===== config.mk =====
export PLATFORM = sky130hd
export DESIGN_NAME = slink_vc_credit_ctrl_flat
export DESIGN_NICKNAME = d
export VERILOG_FILES = /design/src/rtl/slink_vc_credit_ctrl_if.sv /design/src/rtl/slink_vc_credit_ctrl.sv /design/src/flat_wrapper.sv
export SDC_FILE = /design/constraint.sdc
export NUM_CORES = 1
export LEC_CHECK = 0
export ABC_AREA = 1
export BUFFER_PORTS_ARGS = -buffer_cell sky130_fd_sc_hd__buf_2
export CAP_MARGIN = 10
export CORE_MARGIN = 2
export CORE_UTILIZATION = 47
export CTS_CLUSTER_DIAMETER = 120
export CTS_CLUSTER_SIZE = 16
export DETAILED_ROUTE_END_ITERATION = 16
export HOLD_SLACK_MARGIN = 0.1
export PLACE_DENSITY = 0.8
export SETUP_SLACK_MARGIN = 0.4
export SLEW_MARGIN = 5
export SYNTH_ARGS = -nofsm -noshare
export SYNTH_HDL_FRONTEND = slang
export SYNTH_SLANG_ARGS = --single-unit

===== constraint.sdc =====
create_clock -name clk_i -period 2.7 [get_ports clk_i]
set_input_delay 0.27 -clock clk_i [delete_from_list [all_inputs] [get_ports clk_i]]
set_output_delay 0.27 -clock clk_i [all_outputs]
set_load 0.01 [all_outputs]

===== src/rtl/slink_vc_credit_ctrl_if.sv =====
`default_nettype none
// ============================================================================
// Module      : slink_vc_credit_ctrl_if
// Description : Request, link-flit and credit signals of the multi-VC
//               credit flow controller.
// Revision    : 1.0
// ============================================================================
interface slink_vc_credit_ctrl_if #(
   parameter int NUM_VC      = 2,
   parameter int NUM_CREDITS = 8,
   parameter int DATA_W      = 64
);
   localparam int CNT_W = $clog2(NUM_CREDITS + 1);
   localparam int VC_W  = (NUM_VC > 1) ? $clog2(NUM_VC) : 1;

   logic [NUM_VC-1:0]             tx_valid_i;
   logic [NUM_VC-1:0][DATA_W-1:0] tx_data_i;
   logic [NUM_VC-1:0]             tx_ready_o;
   logic                          tx_valid_o;
   logic                          tx_ready_i;
   logic                          tx_data_valid_o;
   logic [VC_W-1:0]               tx_vc_o;
   logic [DATA_W-1:0]             tx_data_o;
   logic [VC_W-1:0]               tx_credit_vc_o;
   logic [CNT_W-1:0]              tx_credit_o;
   logic                          rx_credit_valid_i;
   logic [VC_W-1:0]               rx_credit_vc_i;
   logic [CNT_W-1:0]              rx_credit_i;
   logic [NUM_VC-1:0]             rx_free_i;
   logic [NUM_VC-1:0][CNT_W-1:0]  credits_o;

   modport slave (
      input  tx_valid_i, tx_data_i, tx_ready_i,
      input  rx_credit_valid_i, rx_credit_vc_i, rx_credit_i, rx_free_i,
      output tx_ready_o, tx_valid_o, tx_data_valid_o, tx_vc_o, tx_data_o,
      output tx_credit_vc_o, tx_credit_o, credits_o
   );

   modport master (
      output tx_valid_i, tx_data_i, tx_ready_i,
      output rx_credit_valid_i, rx_credit_vc_i, rx_credit_i, rx_free_i,
      input  tx_ready_o, tx_valid_o, tx_data_valid_o, tx_vc_o, tx_data_o,
      input  tx_credit_vc_o, tx_credit_o, credits_o
   );
endinterface
`default_nettype wire


===== src/rtl/slink_vc_credit_ctrl.sv =====
`default_nettype none
// ============================================================================
// Module      : slink_vc_credit_ctrl
// Description : Round-robin multi-VC credit flow controller with piggybacked
//               and forced credit-only return flits.
// Revision    : 1.0
// ============================================================================
module slink_vc_credit_ctrl #(
   parameter int NUM_VC            = 2,
   parameter int NUM_CREDITS       = 8,
   parameter int FORCE_SEND_THRESH = NUM_CREDITS - 2,
   parameter int DATA_W            = 64
) (
   input wire logic              clk_i,
   input wire logic              rst_ni,
   slink_vc_credit_ctrl_if.slave bus
);
   localparam int CNT_W = $clog2(NUM_CREDITS + 1);
   localparam int VC_W  = (NUM_VC > 1) ? $clog2(NUM_VC) : 1;

   // First requester at or after ptr, wrapping; lowest offset wins.
   function automatic logic [VC_W-1:0] f_rr_pick(input logic [NUM_VC-1:0] req,
                                                 input logic [VC_W-1:0]   ptr);
      logic [VC_W-1:0] pick;
      int              k;
      pick = '0;
      for (int i = NUM_VC - 1; i >= 0; i--) begin
         k = int'(ptr) + i;
         if (k >= NUM_VC) k = k - NUM_VC;
         if (req[k]) pick = VC_W'(k);
      end
      return pick;
   endfunction

   function automatic logic [VC_W-1:0] f_rr_next(input logic [VC_W-1:0] v);
      int k;
      k = int'(v) + 1;
      if (k >= NUM_VC) k = 0;
      return VC_W'(k);
   endfunction

   logic [CNT_W-1:0]  r_cred [NUM_VC];
   logic [CNT_W-1:0]  r_ret  [NUM_VC];
   logic [VC_W-1:0]   r_rr_d;
   logic [VC_W-1:0]   r_rr_c;
   logic              r_valid;
   logic              r_data_valid;
   logic [VC_W-1:0]   r_vc;
   logic [DATA_W-1:0] r_data;
   logic [VC_W-1:0]   r_credit_vc;
   logic [CNT_W-1:0]  r_credit;

   logic [NUM_VC-1:0] w_elig;
   logic [NUM_VC-1:0] w_has_ret;
   logic [NUM_VC-1:0] w_ret_hit;
   logic              w_any_elig;
   logic              w_force;
   logic              w_slot_free;
   logic              w_load;
   logic              w_grant;
   logic              w_ret_take;
   logic [VC_W-1:0]   w_win;
   logic [VC_W-1:0]   w_cwin;
   logic [CNT_W:0]    w_cred_nxt [NUM_VC];
   logic [CNT_W:0]    w_ret_nxt  [NUM_VC];

   always_comb begin
      w_elig    = '0;
      w_has_ret = '0;
      w_ret_hit = '0;
      for (int v = 0; v < NUM_VC; v++) begin
         w_elig[v]    = bus.tx_valid_i[v] & (r_cred[v] != '0);
         w_has_ret[v] = (r_ret[v] != '0);
         w_ret_hit[v] = (r_ret[v] >= CNT_W'(FORCE_SEND_THRESH));
      end
      w_any_elig  = |w_elig;
      w_force     = ~w_any_elig & (|w_ret_hit);
      w_slot_free = ~r_valid | bus.tx_ready_i;
      w_grant     = w_slot_free & w_any_elig;
      w_load      = w_slot_free & (w_any_elig | w_force);
      w_win       = f_rr_pick(w_elig, r_rr_d);
      w_cwin      = f_rr_pick(w_has_ret, r_rr_c);
      w_ret_take  = w_load & (|w_has_ret);
   end

   // One extra bit on the next-state values so overflow is visible before truncation.
   always_comb begin
      for (int v = 0; v < NUM_VC; v++) begin
         w_cred_nxt[v] = {1'b0, r_cred[v]};
         if (bus.rx_credit_valid_i && (int'(bus.rx_credit_vc_i) == v))
            w_cred_nxt[v] = w_cred_nxt[v] + {1'b0, bus.rx_credit_i};
         if (w_grant && (int'(w_win) == v))
            w_cred_nxt[v] = w_cred_nxt[v] - (CNT_W+1)'(1);
         if (w_ret_take && (int'(w_cwin) == v))
            w_ret_nxt[v] = {CNT_W'(0), bus.rx_free_i[v]};
         else
            w_ret_nxt[v] = {1'b0, r_ret[v]} + {CNT_W'(0), bus.rx_free_i[v]};
      end
   end

   always_comb begin
      bus.tx_ready_o = '0;
      bus.credits_o  = '0;
      for (int v = 0; v < NUM_VC; v++) begin
         bus.tx_ready_o[v] = rst_ni & w_grant & (int'(w_win) == v);
         bus.credits_o[v]  = r_cred[v];
      end
   end

   assign bus.tx_valid_o      = r_valid;
   assign bus.tx_data_valid_o = r_data_valid;
   assign bus.tx_vc_o         = r_vc;
   assign bus.tx_data_o       = r_data;
   assign bus.tx_credit_vc_o  = r_credit_vc;
   assign bus.tx_credit_o     = r_credit;

   always_ff @(posedge clk_i or negedge rst_ni) begin
      if (!rst_ni) begin
         for (int v = 0; v < NUM_VC; v++) begin
            r_cred[v] <= CNT_W'(NUM_CREDITS);
            r_ret[v]  <= '0;
         end
         r_rr_d       <= '0;
         r_rr_c       <= '0;
         r_valid      <= 1'b0;
         r_data_valid <= 1'b0;
         r_vc         <= '0;
         r_data       <= '0;
         r_credit_vc  <= '0;
         r_credit     <= '0;
      end else begin
         for (int v = 0; v < NUM_VC; v++) begin
            r_cred[v] <= w_cred_nxt[v][CNT_W-1:0];
            r_ret[v]  <= w_ret_nxt[v][CNT_W-1:0];
         end
         if (w_grant)    r_rr_d <= f_rr_next(w_win);
         if (w_ret_take) r_rr_c <= f_rr_next(w_cwin);
         // Slot free with nothing to send lets the flit drain and valid fall.
         if (w_slot_free) begin
            r_valid <= w_load;
            if (w_load) begin
               r_data_valid <= w_any_elig;
               r_vc         <= w_any_elig ? w_win : '0;
               r_data       <= w_any_elig ? bus.tx_data_i[w_win] : '0;
               r_credit_vc  <= w_cwin;
               r_credit     <= w_ret_take ? r_ret[w_cwin] : '0;
            end
         end
      end
   end

   always_ff @(posedge clk_i) begin
      if (rst_ni) begin
         for (int v = 0; v < NUM_VC; v++) begin
            assert (w_cred_nxt[v] <= (CNT_W+1)'(NUM_CREDITS));
            assert (w_ret_nxt[v]  <= (CNT_W+1)'(NUM_CREDITS));
         end
      end
   end
endmodule
`default_nettype wire


===== src/flat_wrapper.sv =====
// flat-port wrapper written by rule: the top's interface ports become plain ports
module slink_vc_credit_ctrl_flat 
#(
   parameter int NUM_VC            = 2,
   parameter int NUM_CREDITS       = 8,
   parameter int FORCE_SEND_THRESH = NUM_CREDITS - 2,
   parameter int DATA_W            = 64
)
  (clk_i, rst_ni, bus_tx_valid_i, bus_tx_data_i, bus_tx_ready_i, bus_rx_credit_valid_i, bus_rx_credit_vc_i, bus_rx_credit_i, bus_rx_free_i, bus_tx_ready_o, bus_tx_valid_o, bus_tx_data_valid_o, bus_tx_vc_o, bus_tx_data_o, bus_tx_credit_vc_o, bus_tx_credit_o, bus_credits_o);
  slink_vc_credit_ctrl_if #(.NUM_VC(NUM_VC), .NUM_CREDITS(NUM_CREDITS), .DATA_W(DATA_W)) bus_i ();
  input wire logic clk_i;
  input wire logic rst_ni;
  input wire logic [$bits(bus_i.tx_valid_i)-1:0] bus_tx_valid_i;
  input wire logic [$bits(bus_i.tx_data_i)-1:0] bus_tx_data_i;
  input wire logic [$bits(bus_i.tx_ready_i)-1:0] bus_tx_ready_i;
  input wire logic [$bits(bus_i.rx_credit_valid_i)-1:0] bus_rx_credit_valid_i;
  input wire logic [$bits(bus_i.rx_credit_vc_i)-1:0] bus_rx_credit_vc_i;
  input wire logic [$bits(bus_i.rx_credit_i)-1:0] bus_rx_credit_i;
  input wire logic [$bits(bus_i.rx_free_i)-1:0] bus_rx_free_i;
  output wire logic [$bits(bus_i.tx_ready_o)-1:0] bus_tx_ready_o;
  output wire logic [$bits(bus_i.tx_valid_o)-1:0] bus_tx_valid_o;
  output wire logic [$bits(bus_i.tx_data_valid_o)-1:0] bus_tx_data_valid_o;
  output wire logic [$bits(bus_i.tx_vc_o)-1:0] bus_tx_vc_o;
  output wire logic [$bits(bus_i.tx_data_o)-1:0] bus_tx_data_o;
  output wire logic [$bits(bus_i.tx_credit_vc_o)-1:0] bus_tx_credit_vc_o;
  output wire logic [$bits(bus_i.tx_credit_o)-1:0] bus_tx_credit_o;
  output wire logic [$bits(bus_i.credits_o)-1:0] bus_credits_o;
  assign bus_i.tx_valid_i = bus_tx_valid_i;
  assign bus_i.tx_data_i = bus_tx_data_i;
  assign bus_i.tx_ready_i = bus_tx_ready_i;
  assign bus_i.rx_credit_valid_i = bus_rx_credit_valid_i;
  assign bus_i.rx_credit_vc_i = bus_rx_credit_vc_i;
  assign bus_i.rx_credit_i = bus_rx_credit_i;
  assign bus_i.rx_free_i = bus_rx_free_i;
  assign bus_tx_ready_o = bus_i.tx_ready_o;
  assign bus_tx_valid_o = bus_i.tx_valid_o;
  assign bus_tx_data_valid_o = bus_i.tx_data_valid_o;
  assign bus_tx_vc_o = bus_i.tx_vc_o;
  assign bus_tx_data_o = bus_i.tx_data_o;
  assign bus_tx_credit_vc_o = bus_i.tx_credit_vc_o;
  assign bus_tx_credit_o = bus_i.tx_credit_o;
  assign bus_credits_o = bus_i.credits_o;
  slink_vc_credit_ctrl #(.NUM_VC(NUM_VC), .NUM_CREDITS(NUM_CREDITS), .FORCE_SEND_THRESH(FORCE_SEND_THRESH), .DATA_W(DATA_W)) u_core (.clk_i(clk_i), .rst_ni(rst_ni), .bus(bus_i));
endmodule

# Word level (Yosys, flattened, before mapping)
# Index checks and enable logic that the tools add are counted.
[classes] add_sub_neg=14 mul=0 n_div=0 order_cmp=14 eq_ne=0 n_shift=0 muxes=36 n_bitwise=17 n_reduce_logical=14
[ops] cell="two-way mux 64 bit" n=3
[ops] cell="< comparator 32 x 3 -> 1 bit, second input constant" n=4
[ops] cell="two-way mux 32 bit" n=4
[ops] cell=">= comparator 32 x 3 -> 1 bit, second input constant" n=2
[ops] cell="subtractor 32 x 3 -> 32 bit, second input constant" n=2
[ops] cell="two-way mux 4 bit" n=10
[ops] cell="two-way mux 1 bit" n=19
[ops] cell="nonzero test 4 bit" n=4
[ops] cell="bitwise AND 1 bit" n=9
[ops] cell="adder 1 x 1 -> 2 bit, second input constant" n=4
[ops] cell="adder 4 x 1 -> 4 bit" n=2
[ops] cell="adder 4 bit" n=2
[ops] cell=">= comparator 4 x 3 -> 1 bit, second input constant" n=2
[ops] cell="subtractor 4 x 1 -> 4 bit, second input constant" n=2
[ops] cell=">= comparator 2 bit, second input constant" n=3
[ops] cell="logical AND 1 bit" n=6
[ops] cell="OR reduction 2 bit" n=3
[ops] cell="subtractor 1 x 2 -> 3 bit, second input constant" n=2
[ops] cell="inverter 1 bit" n=5
[ops] cell=">= comparator 1 x 2 -> 1 bit, second input constant" n=2
[ops] cell="< comparator 1 x 2 -> 1 bit, second input constant" n=1
[ops] cell="inverter 1 -> 2 bit" n=1
[ops] cell="bitwise OR 1 bit" n=2
[ops] cell="AND reduction 2 bit" n=1
[totals] register_bits=90 latch_bits=0 mem_bits_rw=0 mem_bits_ro=0 output_inout_bits=82 memories=0

# Depth between registers and ports, before layout
[depth] ltp_word=13 mapped_depth=12

# Least setup slack after synthesis
# Ideal clock, no wire load.
[synth_path] kind="reg2reg" startpoint="register u_core.r_cred, in the netlist u_core.bus.credits_o[0]" endpoint="register u_core.r_cred, in the netlist u_core.bus.credits_o[2]" setup_time_ns=0.125 arrival_time_ns=1.810 setup_slack_ns=0.764 stages_incl_launch_ff=10 path_buffers=0 period_less_slack_ns=1.936 path_cell_list="dfrtp_1 ha_1 inv_1 fa_1 o21ai_0 inv_1 ha_1 inv_1 nor2_1 xor2_1"
[synth_lines] item="start: declaration" line_no="slink_vc_credit_ctrl.sv:42" text="logic [CNT_W-1:0] r_cred [NUM_VC];"
[synth_lines] item="start signal: indexed assignment" line_no="slink_vc_credit_ctrl.sv:120" text="r_cred[v] <= CNT_W'(NUM_CREDITS);"
[synth_lines] item="start signal: indexed assignment" line_no="slink_vc_credit_ctrl.sv:133" text="r_cred[v] <= w_cred_nxt[v][CNT_W-1:0];"

==> metrics.md <==
| Metric | Value |
|---|---|
| Post-CTS Hold Fix Bufs | 7 |
| Total power | 6.597 mW |
| CP Max Fanout | 4 |
| Worst-case reg-to-reg path depth | 7 |
| H-tree Lvls | 3 |
| Die area | 11210 um2 |
| Post-CTS resize count | 0 |
| I/O pin count | 223 |
| Routed vias | 4460 |
| Max-cap violations | 0 |
| Die Height | 105.9 um |
| CP arrival | 2.37 ns |
| Slew of the pin with the lowest slew margin | 0.6893 ns |
| Sw Share | 0.4453 |
| Largest stage delay, worst path | 0.42 ns |
| Layout fillers | 948 |
| CP Data Required Time | 2.97 ns |
| Worst Setup Path Type | flip-flop to flip-flop |
| Pwr Density | 1059 nW/um2 |
| Cell-internal power | 3.660 mW |
| Hold path cells | 3 |
| Synth top area share | 0.4515 |
| Top cells by area, synth | dfrtp_1 (45%), nand2_1 (20%), nand3_2 (9.6%) |
| Post-Syn Instances | 580 |
| Period minus WS final | 2.097 ns |
| Core area | 10180 um2 |
| Met3 routed WL | 682 um |
| DRT iter0 DRCs | 157 |
| VDD IR-drop max | 0.5423 mV |
| Final period util | 0.7768 |
| Routed len/inst | 12.22 um |
| Status | completed |
| Setup Buffers After CTS | 0 |
| Area grow syn2layout | 27.78% |
| Clock power share | 0.128 |
| Synthesized cell area | 4877 um2 |
| Most frequent cells in the layout | nand2_1 (261), buf_2 (221), dfrtp_1 (88) |
| Worst-skew pair later-pin latency | 0.35 ns |
| Fin nets | 959 |
| Number of routed nets with antenna violations | 0 |
| RSZ-0062 raised after global routing | false |
| Bufs on Longest Clock Path | 2 |
| ANT cells | 0 |
| Mean area per synthesized cell | 8.409 um2 |
| Fmax | 0.4768 GHz |
| Area leader, netlist | dfrtp_1 |
| Gr usage total | 0.2122 |
| Syn_nets | 735 |
| Initial antenna violation count | 0 |
| Clk sinks | 90 |
| Vias in the first global route | 4260 |
| CP max stage cell | dfrtp_1 |
| GPL Wtd Cong | 0.8105 |
| Pin count of the biggest net entering global routing | 74 |
| Share of power burned in registers | 0.366 |
| DRC violations left | 0 |
| Overflow after GRT | 0 |
| Clock root cell | clkbuf_8 |
| Combinational power share | 0.506 |
| Post-DP HPWL | 8.441 mm |
| First-pass GRT wire length | 19.18 mm |
| Layout cells sized above 1 | 0.3894 |
| Clock transition at path regs | 0.10 ns |
| CTS Buf Count | 9 |
| Synth warn | 0 |
| Die X | 105.9 um |
| Psw | 2.937 mW |
| Port Buffers | 222 |
| Min-Delay Path Class | input port to flip-flop |
| Slew HR | 0.5404 |
| Setup TNS | 0 ns |
| Drt pass-1 iters | 4 |
| CTS tree | yes |
| Met1 Wirelength | 4.822 mm |
| Most common cell after layout, fill and taps aside | nand2_1 |
| CP startpoint kind | flip-flop |
| Distinct cells, synth | 31 |
| Hold Fails Final Rpt | 0 |
| FF+latch count, synth | 90 |
| Vias per cell | 4.720 |
| Final setup skew | 0.01637 ns |
| Met2 WL | 5.747 mm |
| Pleak | 3.656 nW |
| Initial Util | 0.4789 |
| Routed WL | 11.55 mm |
| Worst-path cell chain | ha_1 -> inv_1 -> fa_1 -> o21ai_0 -> inv_1 -> ha_1 -> o21ai_0 |
| CP Capture Type | flip-flop |
| # rows | 37 |
| DR top layer | met4 |
| Sequential share of the synthesized area | 0.4623 |
| Final setup violation count | 0 |
| Slew Limit Fails | 0 |
-- flip-flops by register name (all words and copies together), names as in the netlist --
register and flops:
u_core.r_ret 8, u_core.r_rr_c 1, u_core.bus.tx_data_o 64, u_core.r_rr_d 1, u_core.bus.tx_data_valid_o 1, u_core.bus.tx_vc_o 1, u_core.bus.tx_credit_o 4, u_core.bus.credits_o 8
u_core.bus.tx_credit_vc_o 1, u_core.bus.tx_valid_o 1
-- area by class of cell --
class	instances	area [um2]	area share
Clock buffer	10	127.6	0.02048
Clock inverter	6	51.30	0.008231
Inverter	51	193.9	0.03112
Multi-Input combinational cell	419	2221	0.3564
Sequential cell	90	2255	0.3618
Tap cell	136	170.2	0.02730
Timing Repair Buffer	233	1214	0.1947
-- through the flow --
stage | cells | setup slack [ns] | hold WS, ns | utilization | cell area, um2
finish | 945 | 0.6026 | 0.1188 | 0.6119 | 6232
global route | 945 | 0.4235 | 0.1060 | 0.6119 | 6232
CTS | 945 | 0.6196 | 0.1007 | 0.6119 | 6232
detailed placement | 922 | 0.6430 | 0.4333 | 0.5875 | 5983
global placement | 922 | 0.7220 | 0.4293 | 0.5875 | 5983
floorplan | 580 | 0.7644 | -0.02559 | - | 4877
-- final timing paths --
kind / startpoint / end / slack [ns]
worst max-delay path: u_core.bus.credits_o[0]$_DFF_PN0_ / u_core.bus.credits_o[1]$_DFF_PN0_ / 0.60
worst min-delay path: bus_tx_data_i[31] / u_core.bus.tx_data_o[31]$_DFFE_PN0P_ / 0.12
worst max register to register: u_core.bus.credits_o[0]$_DFF_PN0_ / u_core.bus.credits_o[1]$_DFF_PN0_ / 0.60
worst min register to register: u_core.r_rr_c$_DFFE_PN0P_ / u_core.r_rr_c$_DFFE_PN0P_ / 0.48
max in group asynchronous: rst_ni / u_core.bus.tx_data_o[17]$_DFFE_PN0P_ / 1.73
min in group asynchronous: rst_ni / u_core.bus.tx_data_o[0]$_DFFE_PN0P_ / 0.57
-- power groups by stage --
stage	Clock, mW	Combinational [mW]	Sequential, mW
after floorplan	0	2.13	2.70
after global placement	0	3.32	2.42
after detailed placement	0	3.39	2.42
after CTS	0.877	3.40	2.42
after global routing	0.929	3.80	2.50
final	0.845	3.34	2.42
-- Yosys cell counts (all sizes together) --
cell   instances
nand4          5
o21a           1
inv           51
or2            4
nand2        270
o21ai         15
xnor2          1
dfstp          2
fa             2
dfrtp         88
xor2           6
a21oi          4
nand3         79
nor2          20
buf           20
ha            12
-- worst max-delay path: cells and delay by family, from the launching register on --
| kind | cells | cell delay, ns |
|---|---|---|
| AO/OA/AOI/OAI | 2 | 0.55 |
| adder cells (fa/ha/maj) | 3 | 0.91 |
| buffers and inverters | 2 | 0.16 |
| flip-flops | 1 | 0.42 |
-- cell families after synthesis --
family          after synthesis  share of synthesized area
compound gates               20                    0.02411
xor+xnor                      7                    0.01257
fa+ha+maj                    14                    0.03899
buf+inv                      71                    0.08235
flops                        90                     0.4623
simple gates                378                     0.3797
-- routing by layer --
metal	up-vias	global-route usage
met2	149	0.3816
met5	-	0
met4	0	0.07895
li1	2255	-
met3	25	0.04205
met1	2031	0.2495
Power figures use the tool's default switching activity.
